`src/rtl/alu_share_arbiter.sv`:
```
// alu_share_arbiter: round-robin sharing of one combinational ALU between two requesters,
// with registered per-port responses and the architectural NZCV register.
module alu_share_arbiter #(
   parameter int DATA_W = 32,
   parameter int CTRL_W = 3
) (
   input  logic              clk,
   input  logic              reset_n,
   input  logic              req0_valid,
   output logic              req0_ready,
   input  logic [DATA_W-1:0] req0_a,
   input  logic [DATA_W-1:0] req0_b,
   input  logic [CTRL_W-1:0] req0_ctrl,
   input  logic              req0_setflags,
   input  logic              req1_valid,
   output logic              req1_ready,
   input  logic [DATA_W-1:0] req1_a,
   input  logic [DATA_W-1:0] req1_b,
   input  logic [CTRL_W-1:0] req1_ctrl,
   input  logic              req1_setflags,
   output logic [DATA_W-1:0] alu_a,
   output logic [DATA_W-1:0] alu_b,
   output logic [CTRL_W-1:0] alu_ctrl,
   input  logic [DATA_W-1:0] alu_result,
   input  logic [3:0]        alu_flags,
   output logic              rsp0_valid,
   input  logic              rsp0_ready,
   output logic [DATA_W-1:0] rsp0_result,
   output logic [3:0]        rsp0_flags,
   output logic              rsp1_valid,
   input  logic              rsp1_ready,
   output logic [DATA_W-1:0] rsp1_result,
   output logic [3:0]        rsp1_flags,
   output logic [3:0]        flags_q
);
   logic              elig0, elig1, gnt0, gnt1, sel_sf, logic_op;
   logic [3:0]        cap_flags, flags_d;
   logic              last_q, last_d;
   logic              rsp0_valid_q, rsp0_valid_d, rsp1_valid_q, rsp1_valid_d;
   logic [DATA_W-1:0] rsp0_result_q, rsp0_result_d, rsp1_result_q, rsp1_result_d;
   logic [3:0]        rsp0_flags_q, rsp0_flags_d, rsp1_flags_q, rsp1_flags_d;
   // last_q=1 means port 1 was granted last, so port 0 wins the next contention
   always_comb begin
      elig0     = req0_valid & (~rsp0_valid_q | rsp0_ready);
      elig1     = req1_valid & (~rsp1_valid_q | rsp1_ready);
      gnt0      = reset_n & elig0 & (~elig1 | last_q);
      gnt1      = reset_n & elig1 & (~elig0 | ~last_q);
      alu_a     = gnt0 ? req0_a : gnt1 ? req1_a : '0;
      alu_b     = gnt0 ? req0_b : gnt1 ? req1_b : '0;
      alu_ctrl  = gnt0 ? req0_ctrl : gnt1 ? req1_ctrl : '0;
      sel_sf    = (gnt0 & req0_setflags) | (gnt1 & req1_setflags);
      logic_op  = alu_ctrl[CTRL_W-1:1] == '0;
      cap_flags = logic_op ? {alu_flags[3:2], flags_q[1:0]} : alu_flags;
      flags_d   = sel_sf ? cap_flags : flags_q;
      last_d    = gnt1 ? 1'b1 : gnt0 ? 1'b0 : last_q;
      rsp0_valid_d  = gnt0 | (rsp0_valid_q & ~rsp0_ready);
      rsp0_result_d = gnt0 ? alu_result : rsp0_result_q;
      rsp0_flags_d  = gnt0 ? cap_flags : rsp0_flags_q;
      rsp1_valid_d  = gnt1 | (rsp1_valid_q & ~rsp1_ready);
      rsp1_result_d = gnt1 ? alu_result : rsp1_result_q;
      rsp1_flags_d  = gnt1 ? cap_flags : rsp1_flags_q;
   end
   always_ff @(posedge clk or negedge reset_n) begin
      if (!reset_n) begin
         flags_q       <= 4'b0000;
         last_q        <= 1'b1;
         rsp0_valid_q  <= 1'b0;
         rsp0_result_q <= '0;
         rsp0_flags_q  <= 4'b0000;
         rsp1_valid_q  <= 1'b0;
         rsp1_result_q <= '0;
         rsp1_flags_q  <= 4'b0000;
      end else begin
         flags_q       <= flags_d;
         last_q        <= last_d;
         rsp0_valid_q  <= rsp0_valid_d;
         rsp0_result_q <= rsp0_result_d;
         rsp0_flags_q  <= rsp0_flags_d;
         rsp1_valid_q  <= rsp1_valid_d;
         rsp1_result_q <= rsp1_result_d;
         rsp1_flags_q  <= rsp1_flags_d;
      end
   end
   assign req0_ready  = gnt0;
   assign req1_ready  = gnt1;
   assign rsp0_valid  = rsp0_valid_q;
   assign rsp0_result = rsp0_result_q;
   assign rsp0_flags  = rsp0_flags_q;
   assign rsp1_valid  = rsp1_valid_q;
   assign rsp1_result = rsp1_result_q;
   assign rsp1_flags  = rsp1_flags_q;
endmodule
```
`config.mk`:
```
export PLATFORM = sky130hd
export DESIGN_NAME = alu_share_arbiter
export DESIGN_NICKNAME = d
export VERILOG_FILES = /design/src/rtl/alu_share_arbiter.sv
export SDC_FILE = /design/constraint.sdc
export NUM_CORES = 1
export LEC_CHECK = 0
export BUFFER_PORTS_ARGS = -buffer_cell sky130_fd_sc_hd__buf_2
export CAP_MARGIN = 5
export CORE_AREA = 2 2 127 129
export DETAILED_ROUTE_END_ITERATION = 8
export DIE_AREA = 0 0 129 131
export PLACE_DENSITY = 0.66
export SETUP_SLACK_MARGIN = 0.1
export SLEW_MARGIN = 20
export SYNTH_ARGS = -nofsm -noshare
export SYNTH_HDL_FRONTEND = slang
export SYNTH_SLANG_ARGS = --single-unit
export TNS_END_PERCENT = 10
```
`constraint.sdc`:
```
create_clock -name clk -period 1.6 [get_ports clk]
set_input_delay 0.08 -clock clk [delete_from_list [all_inputs] [get_ports clk]]
set_output_delay 0.08 -clock clk [all_outputs]
set_load 0.005 [all_outputs]
```
# == Yosys cells after proc, flatten, opt, wreduce, memory -nomap -nowiden ==
# Cells that the tools add are included.
# word_totals
ff_bits,79
# op_classes
mux,9
bitwise_logic,24
n_reduce_logical,2
# op_table
operator,n
$mux W32,4
$and A1 B1 Y1,10
$not A1 Y1,7
$or A1 B1 Y1,7
$mux W3,2
$logic_not A2 Y1,1
$mux W1,2
$mux W2,1
$reduce_bool A2 Y1,1

# == Longest topological paths before layout ==
# Gate-level depths: netlist (run 1).
# logic_depth
depth_word,10
mapped_depth,6
depth_no_buf,5

# == Worst setup path before layout (run 1) ==
# No wires, ideal clock.
# synth_path
kind,reg-to-reg
start,register rsp1_valid_q (netlist: rsp1_valid)
end,register rsp1_result_q[10] (netlist: rsp1_result[10])
setup_ps,125
arrival_ps,1619
t_required_ps,1475
slack_ps,-144
stages_incl_launch_ff,6
path_buffers,1
synth_period_minus_slack_ps,1744
path_cell_list,dfrtp_1 > nor2b_2 > a311o_4 > nor2_4 > buf_4 > mux2_2
# synth_via
elab_chain_cells,5
# synth_lines
element,line_no,rtl
"start, declared",39,"logic rsp0_valid_q, rsp0_valid_d, rsp1_valid_q, rsp1_valid_d;"
"start signal, assigned",79,rsp1_valid_q <= rsp1_valid_d;
$not A1 Y1,45,elig1 = req1_valid & (~rsp1_valid_q | rsp1_ready);
$or A1 B1 Y1,45,
$and A1 B1 Y1,45,
$and A1 B1 Y1 (2 in a row),47,gnt1 = reset_n & elig1 & (~elig0 | ~last_q);
"end signal, assigned",80,rsp1_result_q <= rsp1_result_d;
"end, declared",40,"logic [DATA_W-1:0] rsp0_result_q, rsp0_result_d, rsp1_result_q, rsp1_result_d;"
# No other way between the ends.
# A chain may end at the register's enable or synchronous reset.

# == Worst setup path after layout (run 1) ==
# layout_path
start,register rsp1_valid_q (netlist: rsp1_valid)
end,output port alu_a[11]
# layout_via
elab_chain_cells,7
elab_cells_between_ends,10
classes_between,mux (2); bitwise (8)
# layout_lines
element,line_no,rtl
$not A1 Y1 (*),45,
$or A1 B1 Y1 (*),45,
$and A1 B1 Y1 (*),45,
$and A1 B1 Y1 / $not A1 Y1 (equally long branches),"47, 46",
$and A1 B1 Y1 / $or A1 B1 Y1 (equally long branches),"47, 46",
$mux W32 / $and A1 B1 Y1 (equally long branches),"48, 46",
$mux W32 (*),48,alu_a = gnt0 ? req0_a : gnt1 ? req1_a : '0;
"end, declared",21,"output logic [DATA_W-1:0] alu_a,"
# Every way passes the cells marked *; elsewhere a longest branch is shown, timed or not.

==> results of run 1 <==
[synthesized netlist by cell type]
| master | n |
|---|---|
| nand2_2 | 1 |
| mux2i_1 | 4 |
| dfstp_2 | 1 |
| buf_4 | 4 |
| nand2_1 | 2 |
| inv_1 | 2 |
| nand2b_4 | 1 |
| buf_6 | 4 |
| nor2_4 | 1 |
| mux2_2 | 69 |
| nand2b_1 | 1 |
| mux2_1 | 3 |
| nor2_2 | 1 |
| o21ai_0 | 3 |
| a22o_1 | 67 |
| nor2b_2 | 1 |
| a311o_4 | 1 |
| clkbuf_1 | 2 |
| o22ai_1 | 1 |
| buf_2 | 12 |
| nor2_1 | 6 |
| a41oi_1 | 1 |
| o22ai_4 | 1 |
| dfrtp_1 | 78 |
| a31oi_1 | 1 |
| o311ai_4 | 1 |
| a21oi_1 | 4 |
[sequential cells by signal, indices dropped and copies added (netlist names)]
name,flops
flags_q,4
rsp1_flags,4
rsp1_result,32
rsp0_valid,1
rsp1_valid,1
rsp0_result,32
last_q,1
rsp0_flags,4
[routing by layer]
| layer | track usage (%) | wire length [µm] | vias up | share of wire [%] |
|---|---|---|---|---|
| li1 | - | - | 1798 | - |
| met1 | 18.3 | 6020 | 1863 | 38 |
| met2 | 31.2 | 8320 | 190 | 53 |
| met3 | 4.72 | 1180 | 19 | 7.5 |
| met4 | 4.99 | 265 | 0 | 1.7 |
| met5 | 0 | 0 | - | 0 |
[area by class of cell]
| cell class | instances | share of cell area, % |
|---|---|---|
| sequential | 79 | 29.2 |
| tap | 216 | 3.99 |
| multi-input combinational | 170 | 26.5 |
| inverter | 2 | 0.111 |
| clock buffer | 10 | 3.53 |
| clock inverter | 6 | 0.758 |
| timing repair buffer | 387 | 35.9 |
| antenna | 1 | 0.0370 |
[final timing paths]
| check | cells past startpoint | to | slack (ns) |
|---|---|---|---|
| min in group asynchronous | 3 | rsp1_valid$_DFF_PN0_ | 0.31 |
| worst max-delay path | 7 | alu_a[11] | -0.42 |
| worst min-delay path | 2 | flags_q[1]$_DFFE_PN0P_ | 0.009 |
| worst max register to register | 9 | rsp1_result[23]$_DFFE_PN0N_ | -0.39 |
| worst min register to register | 1 | rsp1_flags[2]$_DFFE_PN0N_ | 0.49 |
| max in group asynchronous | 3 | rsp1_result[30]$_DFFE_PN0N_ | 0.54 |
[cells by family (layout without fill, tap and decap cells)]
| kind of cell | count (synthesis) | after routing | share of synthesized area (%) |
|---|---|---|---|
| other | 0 | 1 | 0 |
| muxes | 76 | 76 | 22.6 |
| AOI/OAI and AO/OA | 80 | 80 | 18.8 |
| and+or+nand+nor | 14 | 14 | 2.19 |
| DFF | 79 | 79 | 52.5 |
| buffers and inverters | 24 | 405 | 3.98 |
[report_power, final]
group          leakage, nW  total, mW  switching, mW  internal, mW
registers            0.925       2.89          0.313          2.57
clock network        0.133       1.98          0.871          1.11
logic                 2.46       2.64           1.05          1.60
[per-stage QoR]
stage,std cells,utilization [%],setup WS (ns),hold WS [ns]
2_1_floorplan,273,-,-0.106,-0.216
3_3_place_gp,805,36.7,-0.161,0.0996
3_5_place_dp,805,36.7,-0.205,0.108
4_1_cts,865,42.6,-0.446,0.000298
5_1_grt,871,43.4,-0.487,0.0108
6_report,871,43.4,-0.423,0.00932
[timing repair]
action,CTS,global route
endpoints found under the setup margin,144,145
cloned,4,2
endpoints found under the hold margin,113,0
pin swaps,32,31
resized for setup,35,12
hold buffers,34,0
buffers inserted,6,3
==> impl_table.tex, run 1 <==
\begin{tabular}{lr}
\hline
Metric & Value \\
\hline
\multicolumn{2}{l}{\textbf{Run status}} \\
Outcome & complete, but fails checks \\
Failing checks & setup timing \\
\multicolumn{2}{l}{\textbf{Worst hold path}} \\
Origin of the worst min-delay path & alu\_flags[1] \\
Min-Delay Path Class & in -> reg \\
\multicolumn{2}{l}{\textbf{Yosys}} \\
Post-Syn Instances & 273 \\
Post-synthesis cell type with the largest combined area & dfrtp\_1 \\
Number of nets in the synthesized netlist & 451 \\
Number of distinct library cell variants in the gate-level netlist after synthesis & 27 \\
Sequential area share after synthesis & 52.5\% \\
Synth Cell Area & 0.00377 mm² \\
Flip-flop and latch count after synthesis & 79 \\
Synthesized area per cell & 13.8 µm² \\
Top post-synthesis cells by area & dfrtp\_1 52\%, mux2\_2 21\%, a22o\_1 16\% \\
Share of the synthesized area in the top cell type & 51.8\% \\
Number of synthesis warnings & 0 \\
\multicolumn{2}{l}{\textbf{Final layout}} \\
Combined area of the multi-input logic cells & 0.00179 mm² \\
Most common library cell in the layout ignoring fill and taps & buf\_2 \\
Commonest cells after routing, fill and taps aside & 323 x buf\_2, 78 x dfrtp\_1, 67 x a22o\_1 \\
Net count reported at finish & 827 \\
Layout overhead on the synthesized area & 79.4\% \\
Footprint of the flip-flops and latches & 0.00198 mm² \\
Post-Layout Inst Area & 0.00677 mm² \\
Fraction of final layout cells sized beyond drive strength 1 & 68.3\% \\
Number of fillers in the final layout & 1504 \\
\multicolumn{2}{l}{\textbf{Pwr}} \\
PD cells & 1110 mW/mm² \\
Cell leakage power & 3.52 nW \\
Total power of the final layout & 7.52 mW \\
Worst vdd rail ir drop & 0.913 mV \\
\multicolumn{2}{l}{\textbf{Drt}} \\
Antenna violation net count after detailed routing & 0 \\
Number of iterations in the first detailed-routing pass & 4 \\
Drt total wl & 15.8 mm \\
Number of vias in the routed layout & 3870 \\
Number of DRC markers in iteration 0 & 121 \\
Final routed wire length divided by cell count & 18.1 µm \\
Routed vias/inst & 4.44 \\
DRC errors left & 0 \\
\multicolumn{2}{l}{\textbf{Clocking}} \\
Total number of clock tree sinks & 79 \\
Clock Pin Slew Worst Setup and Hold Paths & 0.07 ns \\
Cts bufs inserted & 9 \\
TritonCTS clock tree & built \\
Deepest level of the CTS H-tree & 3 \\
Maximum count of clock buffers along a single path & 2 \\
Clk\_lat worst skew & 0.33 ns \\
Root Buffer Master & clkbuf\_16 \\
\multicolumn{2}{l}{\textbf{STA}} \\
Tmin final & 2.02 ns \\
Slew Limit Fails & 0 \\
RSZ-0062 raised after global routing & true \\
Sum Neg Setup Slack & -42.33 ns \\
Fmax & 494 MHz \\
Final setup fails & 143 \\
Share of the cycle needed by the critical path after routing & 126\% \\
Final number of hold-violating endpoints & 0 \\
Worst setup slack after layout & -0.423 ns \\
Clock skew after layout & 0.0119 ns \\
Worst-case headroom to the max-slew limit & 46.7\% \\
Tightest Pin Transition & 0.799 ns \\
\multicolumn{2}{l}{\textbf{Placed design}} \\
Placement Cell Area & 0.00572 mm² \\
Placed wire-length estimate after detailed placement & 11.1 mm \\
RePlAce Congestion & 0.851 \\
Port Buffers & 324 \\
\multicolumn{2}{l}{\textbf{Setup path}} \\
Top fanout value on the critical path & 22 \\
Data arrival, critical path & 1.94 ns \\
Critical path launch point & rsp1\_valid\$\_DFF\_PN0\_ \\
Largest delay share family, worst path & compound AO/OA/AOI/OAI gates \\
Startpoint-to-endpoint class of the critical path & reg -> out \\
Cells along the critical path & nor2b\_4, buf\_6, o311ai\_4, nor2\_4, buf\_12, a22o\_1, buf\_2 \\
CP max stage cell & dfrtp\_1 \\
Reg-to-Reg Start & rsp1\_valid\$\_DFF\_PN0\_ \\
Critical path required time & 1.52 ns \\
Critical path launch point type & register \\
Slowest cell delay on critical path & 0.38 ns \\
Crit. End Element & primary output \\
CP Buf/Inv Count & 3 \\
\multicolumn{2}{l}{\textbf{Floorplanning}} \\
Die X & 129 µm \\
Core box area & 0.0156 mm² \\
DIE AREA & 0.0169 mm² \\
Overall die height & 131 µm \\
Number of I/O pins & 325 \\
Cell Rows & 46 \\
Initial Util & 24.2\% \\
\multicolumn{2}{l}{\textbf{Global route}} \\
Number of global-route vias before repair & 3815 \\
Number of antenna violations at the first check in global routing & 1 \\
Global-route wire length before repair & 21.3 mm \\
Maximum number of pins on one net before global-route repair & 64 \\
Residual overflow from global routing & 0 \\
Overall routing resource usage & 16.7\% \\
\multicolumn{2}{l}{\textbf{Job}} \\
Max Cap Violations & 0 \\
\hline
\end{tabular}
Note: power is estimated with default switching activity, not from simulation.
==> run 2: changes to the inputs <==
--- a/config.mk
+++ b/config.mk
@@ -11,6 +11,7 @@
 export DETAILED_ROUTE_END_ITERATION = 8
 export DIE_AREA = 0 0 129 131
 export PLACE_DENSITY = 0.66
+export RECOVER_POWER = 25
 export SETUP_SLACK_MARGIN = 0.1
 export SLEW_MARGIN = 20
 export SYNTH_ARGS = -nofsm -noshare
==> run 2 against run 1 <==
The run still ends with setup timing left. Non-clock buffer count did not move. Power fell by 0.38%. Core utilization shrank 0.16 points. Worst hold slack worse by 0.00088 ns. Clock-buffer cell count stayed put. First-iteration DRC count fell by 2.5%. Fmax down 0.24%. Flip-flop and latch count unchanged. Critical path depth did not move. Critical path type unchanged. Largest cell class unchanged.
==> impl_table.tex, run 2 (synthesis gave the netlist of run 1 again) <==
\begin{tabular}{lr}
\hline
Metric & Value \\
\hline
\multicolumn{2}{l}{\textbf{Pwr}} \\
PD cells & 1110 mW/mm² (about the same) \\
Total power of the final layout & 7.49 mW (-0.38\%) \\
Worst vdd rail ir drop & 0.913 mV (about the same) \\
Cell leakage power & 3.47 nW (-1.4\%) \\
\multicolumn{2}{l}{\textbf{Clocking}} \\
Cts bufs inserted & 9 (unchanged) \\
Root Buffer Master & clkbuf\_16 \\
Deepest level of the CTS H-tree & 3 (unchanged) \\
Clock Pin Slew Worst Setup and Hold Paths & 0.07 ns (about the same) \\
Total number of clock tree sinks & 79 (unchanged) \\
TritonCTS clock tree & built \\
Clk\_lat worst skew & 0.33 ns (about the same) \\
Maximum count of clock buffers along a single path & 2 (unchanged) \\
\multicolumn{2}{l}{\textbf{Floorplanning}} \\
Core box area & 0.0156 mm² (unchanged) \\
Number of I/O pins & 325 (unchanged) \\
Die X & 129 µm (unchanged) \\
Cell Rows & 46 (unchanged) \\
DIE AREA & 0.0169 mm² (unchanged) \\
Overall die height & 131 µm (unchanged) \\
Initial Util & 24.2\% (unchanged) \\
\multicolumn{2}{l}{\textbf{Setup path}} \\
Critical path launch point type & register \\
Reg-to-Reg Start & rsp1\_valid\$\_DFF\_PN0\_ \\
Top fanout value on the critical path & 22 (unchanged) \\
Startpoint-to-endpoint class of the critical path & reg -> out \\
Endpoint of the worst register-to-register path & rsp1\_result[23]\$\_DFFE\_PN0N\_ \\
Critical path launch point & rsp1\_valid\$\_DFF\_PN0\_ \\
Critical path required time & 1.52 ns (about the same) \\
Crit. End Element & primary output \\
Data arrival, critical path & 1.95 ns (about the same) \\
Worst-case reg-to-reg path depth & 9 (unchanged) \\
Register-to-register setup slack & -0.39 ns (about the same) \\
\multicolumn{2}{l}{\textbf{Global route}} \\
Global-route wire length before repair & 21.3 mm (unchanged) \\
Number of antenna violations at the first check in global routing & 1 (unchanged) \\
Number of global-route vias before repair & 3815 (unchanged) \\
Maximum number of pins on one net before global-route repair & 64 (unchanged) \\
Overall routing resource usage & 16.7\% (unchanged) \\
Residual overflow from global routing & 0 (unchanged) \\
\multicolumn{2}{l}{\textbf{Worst hold path}} \\
Min-Delay Path Class & in -> reg \\
Origin of the worst min-delay path & alu\_flags[1] \\
Hold path cells & 2 (unchanged) \\
Endpoint of the worst hold path & flags\_q[1]\$\_DFFE\_PN0P\_ \\
\multicolumn{2}{l}{\textbf{Final layout}} \\
Net count reported at finish & 827 (unchanged) \\
Fraction of final layout cells sized beyond drive strength 1 & 65.6\% (-2.8 points) \\
Commonest cells after routing, fill and taps aside & 306 x buf\_2, 78 x dfrtp\_1, 67 x a22o\_1 \\
Most common library cell in the layout ignoring fill and taps & buf\_2 \\
Post-layout instance count excluding filler cells & 871 (unchanged) \\
Layout overhead on the synthesized area & 78.8\% \\
\multicolumn{2}{l}{\textbf{STA}} \\
Worst-case headroom to the max-slew limit & 28.6\% (-18 points) \\
Slew Limit Fails & 0 (unchanged) \\
Final number of hold-violating endpoints & 0 (unchanged) \\
Tightest Pin Transition & 1.07 ns (+0.272 ns) \\
Clock skew after layout & 0.0117 ns (-0.000184 ns) \\
Tmin final & 2.03 ns (+0.00483 ns) \\
Share of the cycle needed by the critical path after routing & 127\% (+0.30 points) \\
Final setup fails & 144 (+0.70\%) \\
RSZ-0062 raised after global routing & true \\
Worst setup slack after layout & -0.428 ns (-0.00483 ns) \\
Fmax & 493 MHz (-0.24\%) \\
\multicolumn{2}{l}{\textbf{Drt}} \\
Number of DRC markers in iteration 0 & 118 (-2.5\%) \\
Number of vias in the routed layout & 3902 (+0.83\%) \\
Routed vias/inst & 4.48 (+0.83\%) \\
Drt total wl & 15.8 mm (+0.27\%) \\
Number of iterations in the first detailed-routing pass & 4 (unchanged) \\
DRC errors left & 0 (unchanged) \\
Final routed wire length divided by cell count & 18.2 µm (+0.27\%) \\
Antenna violation net count after detailed routing & 0 (unchanged) \\
\multicolumn{2}{l}{\textbf{Run status}} \\
Outcome & complete, but fails checks \\
Failing checks & setup timing \\
\multicolumn{2}{l}{\textbf{Job}} \\
Max Cap Violations & 0 (unchanged) \\
\multicolumn{2}{l}{\textbf{Placed design}} \\
Port Buffers & 324 (unchanged) \\
Post-placement setup slack & -0.205 ns (unchanged) \\
RePlAce Congestion & 0.851 (unchanged) \\
Total placed cells including tap cells & 805 (unchanged) \\
Placed wire-length estimate after detailed placement & 11.1 mm (unchanged) \\
\hline
\end{tabular}
-- run 2: worst max-delay path, stage by stage (launching register included) --
cell	delay (ns)
dfrtp_1	0.38
nor2b_4	0.13
buf_6	0.11
o311ai_4	0.26
nor2_4	0.12
buf_12	0.18
a22o_1	0.28
buf_2	0.14
-- run 2: final cells by class --
type / instances / area [µm²]
Clock buffer: 10 / 239
Inverter: 2 / 7.51
Clock inverter: 6 / 51.3
Fill cell: 1519 / 8860
Multi-Input combinational cell: 170 / 1790
Timing Repair Buffer: 387 / 2400
Sequential cell: 79 / 1980
Tap cell: 216 / 270
Antenna cell: 1 / 2.50
-- run 2: timing repair --
item                                    in CTS  in global routing
endpoints found under the hold margin      113                  0
endpoints found under the setup margin     144                145
hold buffers                                34                  0
resized for setup                           35                 12
cloned                                       4                  2
pin swaps                                   32                 31
buffers inserted                             6                  3
-- run 2: stage by stage --
step	setup TNS (ns)	hold slack (ns)	instance area (µm²)	util (%)
final	-42.70	0.00844	6740	43.2
after global routing	-52.95	0.0108	6740	43.2
after CTS	-38.75	0.000298	6650	42.6
after detailed placement	-14.73	0.108	5720	36.7
after global placement	-10.94	0.0996	5720	36.7
after floorplan	-4.90	-0.216	3810	-
-- run 2: power breakdown --
part           leakage (nW)  internal (mW)  total, mW  switching (mW)
Sequential            0.925           2.57       2.89           0.317
Combinational          2.41           1.56       2.61            1.05
Clock                 0.133           1.11       1.98           0.871
Total                  3.47           5.25       7.49            2.24
-- run 2: worst max-delay path by stage --
stage / to / slack, ns
final: alu_a[11] / -0.43
after global routing: alu_b[30] / -0.49
after CTS: alu_b[16] / -0.45
after detailed placement: rsp1_result[27]$_DFFE_PN0N_ / -0.20
after global placement: rsp1_result[30]$_DFFE_PN0N_ / -0.16
after floorplan: rsp1_result[10]$_DFFE_PN0N_ / -0.11
-- run 2: per-layer routing --
layer	GRT usage (%)	routed length, µm	vias up
li1	-	-	1798
met4	4.99	243	0
met2	31.2	8370	199
met3	4.72	1210	19
met5	0	0	-
met1	18.3	6010	1886
==> run 3: changes to the inputs <==
--- a/config.mk
+++ b/config.mk
@@ -5,12 +5,13 @@
 export SDC_FILE = /design/constraint.sdc
 export NUM_CORES = 1
 export LEC_CHECK = 0
+export ABC_AREA = 1
 export BUFFER_PORTS_ARGS = -buffer_cell sky130_fd_sc_hd__buf_2
 export CAP_MARGIN = 5
-export CORE_AREA = 2 2 127 129
+export CORE_AREA = 2 2 128 130
 export DETAILED_ROUTE_END_ITERATION = 8
-export DIE_AREA = 0 0 129 131
-export PLACE_DENSITY = 0.66
+export DIE_AREA = 0 0 130 132
+export PLACE_DENSITY = 0.65
 export RECOVER_POWER = 25
 export SETUP_SLACK_MARGIN = 0.1
 export SLEW_MARGIN = 20
==> run 3 against run 2 <==
The flow still finishes with violations (setup timing). Sequential share of layout area rose by 2.6 points. Via count grew 8.3%. Synthesized cell count increased by 49%.
==> impl_table.tex, run 3 <==
\begin{tabular}{lr}
\hline
Metric & Value \\
\hline
\multicolumn{2}{l}{\textbf{Run status}} \\
Outcome & complete, but fails checks \\
Failing checks & setup timing \\
\multicolumn{2}{l}{\textbf{Placed design}} \\
Port Buffers & 324 (unchanged) \\
RePlAce Congestion & 0.852 (about the same) \\
Placement Cell Area & 0.00565 mm² (-1.2\%) \\
Placed wire-length estimate after detailed placement & 14.9 mm (+33\%) \\
Total placed cells including tap cells & 932 (+16\%) \\
Post-placement setup slack & 0.0613 ns (+0.266 ns) \\
\multicolumn{2}{l}{\textbf{Yosys}} \\
Post-Syn Instances & 406 (+49\%) \\
Top post-synthesis cells by area & dfrtp\_1 52\%, a22o\_1 15\%, nand2\_1 9.0\% \\
Async S/R FF share, synth & 100\% (unchanged) \\
Share of the synthesized area in the top cell type & 51.6\% (-0.12 points) \\
Flip-flop and latch count after synthesis & 79 (unchanged) \\
Sequential area share after synthesis & 52.3\% (-0.12 points) \\
Leading post-synthesis cells by instance count & 91 x nand2\_1, 78 x dfrtp\_1, 65 x a22o\_1 \\
Number of nets in the synthesized netlist & 584 (+29\%) \\
Number of enable-type register cells in the synthesized netlist & 0 (unchanged) \\
Most repeated cell in the gate-level netlist after synthesis & nand2\_1 \\
Synthesized area per cell & 9.31 µm² (-33\%) \\
Number of distinct library cell variants in the gate-level netlist after synthesis & 23 (-15\%) \\
Top flip-flop cell by instance count after synthesis & dfrtp\_1 \\
Post-synthesis cell type with the largest combined area & dfrtp\_1 \\
Number of synthesis warnings & 0 (unchanged) \\
Synth Cell Area & 0.00378 mm² (+0.23\%) \\
\multicolumn{2}{l}{\textbf{Floorplanning}} \\
Cell Rows & 46 (unchanged) \\
Die X & 130 µm (+0.78\%) \\
Core box area & 0.0157 mm² (+0.74\%) \\
Overall die height & 132 µm (+0.76\%) \\
DIE AREA & 0.0172 mm² (+1.5\%) \\
Initial Util & 24.1\% (-0.12 points) \\
Number of I/O pins & 325 (unchanged) \\
\multicolumn{2}{l}{\textbf{STA}} \\
Slew Limit Fails & 0 (unchanged) \\
Final setup fails & 71 (-51\%) \\
Hold slack final & 0.00603 ns (-0.00241 ns) \\
Sum Neg Setup Slack & -8.01 ns (+34.69 ns) \\
Worst setup slack after layout & -0.166 ns (+0.262 ns) \\
Share of the cycle needed by the critical path after routing & 110\% (-16 points) \\
Tmin final & 1.77 ns (-0.262 ns) \\
Tightest Pin Transition & 0.581 ns (-0.489 ns) \\
Clock skew after layout & 0.00683 ns (-0.00492 ns) \\
Worst-case headroom to the max-slew limit & 61.2\% (+33 points) \\
Final number of hold-violating endpoints & 0 (unchanged) \\
Fmax & 566 MHz (+15\%) \\
RSZ-0062 raised after global routing & true \\
\multicolumn{2}{l}{\textbf{Pwr}} \\
Cell leakage power & 3.56 nW (+2.7\%) \\
Worst vdd rail ir drop & 0.713 mV (-22\%) \\
Total power of the final layout & 6.78 mW (-9.5\%) \\
PD cells & 1090 mW/mm² (-1.6\%) \\
\multicolumn{2}{l}{\textbf{Clocking}} \\
Root Buffer Master & clkbuf\_16 \\
Maximum count of clock buffers along a single path & 2 (unchanged) \\
Total number of clock tree sinks & 79 (unchanged) \\
Clock Pin Slew Worst Setup and Hold Paths & 0.06 ns (about the same) \\
Deepest level of the CTS H-tree & 3 (unchanged) \\
TritonCTS clock tree & built \\
Cts bufs inserted & 9 (unchanged) \\
Clk\_lat worst skew & 0.33 ns (about the same) \\
\multicolumn{2}{l}{\textbf{Setup path}} \\
Critical path required time & 1.52 ns (about the same) \\
Crit. End Element & primary output \\
Cells along the critical path & nand3\_2, nand2\_4, inv\_8, buf\_12, a22o\_1, buf\_2 \\
Register-to-register setup slack & -0.05 ns (+0.34 ns) \\
Slowest cell delay on critical path & 0.55 ns (+0.17 ns) \\
Data arrival, critical path & 1.69 ns (-0.26 ns) \\
Top fanout value on the critical path & 14 (-36\%) \\
Critical path launch point type & register \\
CP max stage cell & dfstp\_2 \\
Startpoint-to-endpoint class of the critical path & reg -> out \\
\multicolumn{2}{l}{\textbf{Drt}} \\
Number of iterations in the first detailed-routing pass & 4 (unchanged) \\
Antenna violation net count after detailed routing & 0 (unchanged) \\
Routed vias/inst & 4.38 (-2.3\%) \\
DRC errors left & 0 (unchanged) \\
Number of vias in the routed layout & 4225 (+8.3\%) \\
Final routed wire length divided by cell count & 18.9 µm (+4.1\%) \\
Number of DRC markers in iteration 0 & 204 (+73\%) \\
Drt total wl & 18.3 mm (+15\%) \\
\multicolumn{2}{l}{\textbf{Final layout}} \\
Final cell utilization of the core & 39.4\% (-3.8 points) \\
Most common library cell in the layout ignoring fill and taps & buf\_2 \\
Fraction of final layout cells sized beyond drive strength 1 & 50.7\% (-15 points) \\
Commonest cells after routing, fill and taps aside & 314 x buf\_2, 85 x nand2\_1, 78 x dfrtp\_1 \\
Layout overhead on the synthesized area & 64.0\% \\
Post-layout instance count excluding filler cells & 965 (+11\%) \\
Net count reported at finish & 918 (+11\%) \\
Post-Layout Inst Area & 0.00620 mm² (-8.1\%) \\
Number of fillers in the final layout & 1633 (+7.5\%) \\
\multicolumn{2}{l}{\textbf{Global route}} \\
Number of antenna violations at the first check in global routing & 5 (+4) \\
Number of global-route vias before repair & 4199 (+10\%) \\
Overall routing resource usage & 20.4\% (+3.8 points) \\
Global-route wire length before repair & 25.7 mm (+21\%) \\
Residual overflow from global routing & 0 (unchanged) \\
Maximum number of pins on one net before global-route repair & 74 (+16\%) \\
\multicolumn{2}{l}{\textbf{Worst hold path}} \\
Min-Delay Path Class & in -> reg \\
\multicolumn{2}{l}{\textbf{Job}} \\
Max Cap Violations & 0 (unchanged) \\
\hline
\end{tabular}
run 3: power by group:
part / total, mW / leakage [nW] / internal [mW] / switching (mW)
sequential: 2.75 / 0.981 / 2.48 / 0.270
combinational: 2.08 / 2.45 / 1.01 / 1.07
clock: 1.94 / 0.130 / 1.07 / 0.872
run 3: repair_timing:
item,in CTS,in global routing
endpoints found under the setup margin,77,124
cloned,3,0
buffers inserted,3,1
endpoints found under the hold margin,39,0
pin swaps,35,1
gates resized for setup,16,17
hold buffers,6,0
run 3: per-layer routing:
| metal | track usage, % | share of wire [%] | vias up |
|---|---|---|---|
| met2 | 39.0 | 54 | 198 |
| met3 | 3.53 | 6.0 | 26 |
| li1 | - | - | 2043 |
| met5 | 0 | 0 | - |
| met1 | 22.8 | 38 | 1958 |
| met4 | 5.56 | 1.9 | 0 |
run 3: cells by family (layout without fill, tap and decap cells):
logic type / count (synthesis) / in the layout / synth area share [%]
other: 0 / 4 / 0
buffers and inverters: 78 / 417 / 9.50
AOI/OAI and AO/OA: 137 / 137 / 24.8
and+or+nand+nor: 112 / 112 / 13.4
DFF: 79 / 79 / 52.3
run 3: final cells by class:
type	count	area [µm²]	area share (%)
repair buffers	352	1980	31.9
diodes	4	10.0	0.162
multi-input cells	249	1480	23.9
inverters	49	200	3.23
clock inverters	7	56.3	0.909
flip-flops and latches	79	1980	31.9
well taps	216	270	4.36
clock buffers	9	225	3.63
run 3: final timing paths:
path / cells after the start / to / startpoint
min in group asynchronous: 3 / rsp1_result[9]$_DFFE_PN0N_ / reset_n
worst max-delay path: 6 / alu_b[25] / last_q$_DFFE_PN1P_
max in group asynchronous: 4 / flags_q[0]$_DFFE_PN0P_ / reset_n
worst min register to register: 2 / rsp0_result[1]$_DFFE_PN0P_ / rsp0_result[1]$_DFFE_PN0P_
worst min-delay path: 3 / rsp1_result[9]$_DFFE_PN0N_ / alu_result[9]
worst max register to register: 8 / flags_q[2]$_DFFE_PN0P_ / last_q$_DFFE_PN1P_
run 3: critical path, delay by kind of cell (launching register included):
kind,cells,cell delay [ns]
simple gates,2,0.22
flops,1,0.55
compound gates,1,0.23
buf+inv,3,0.35
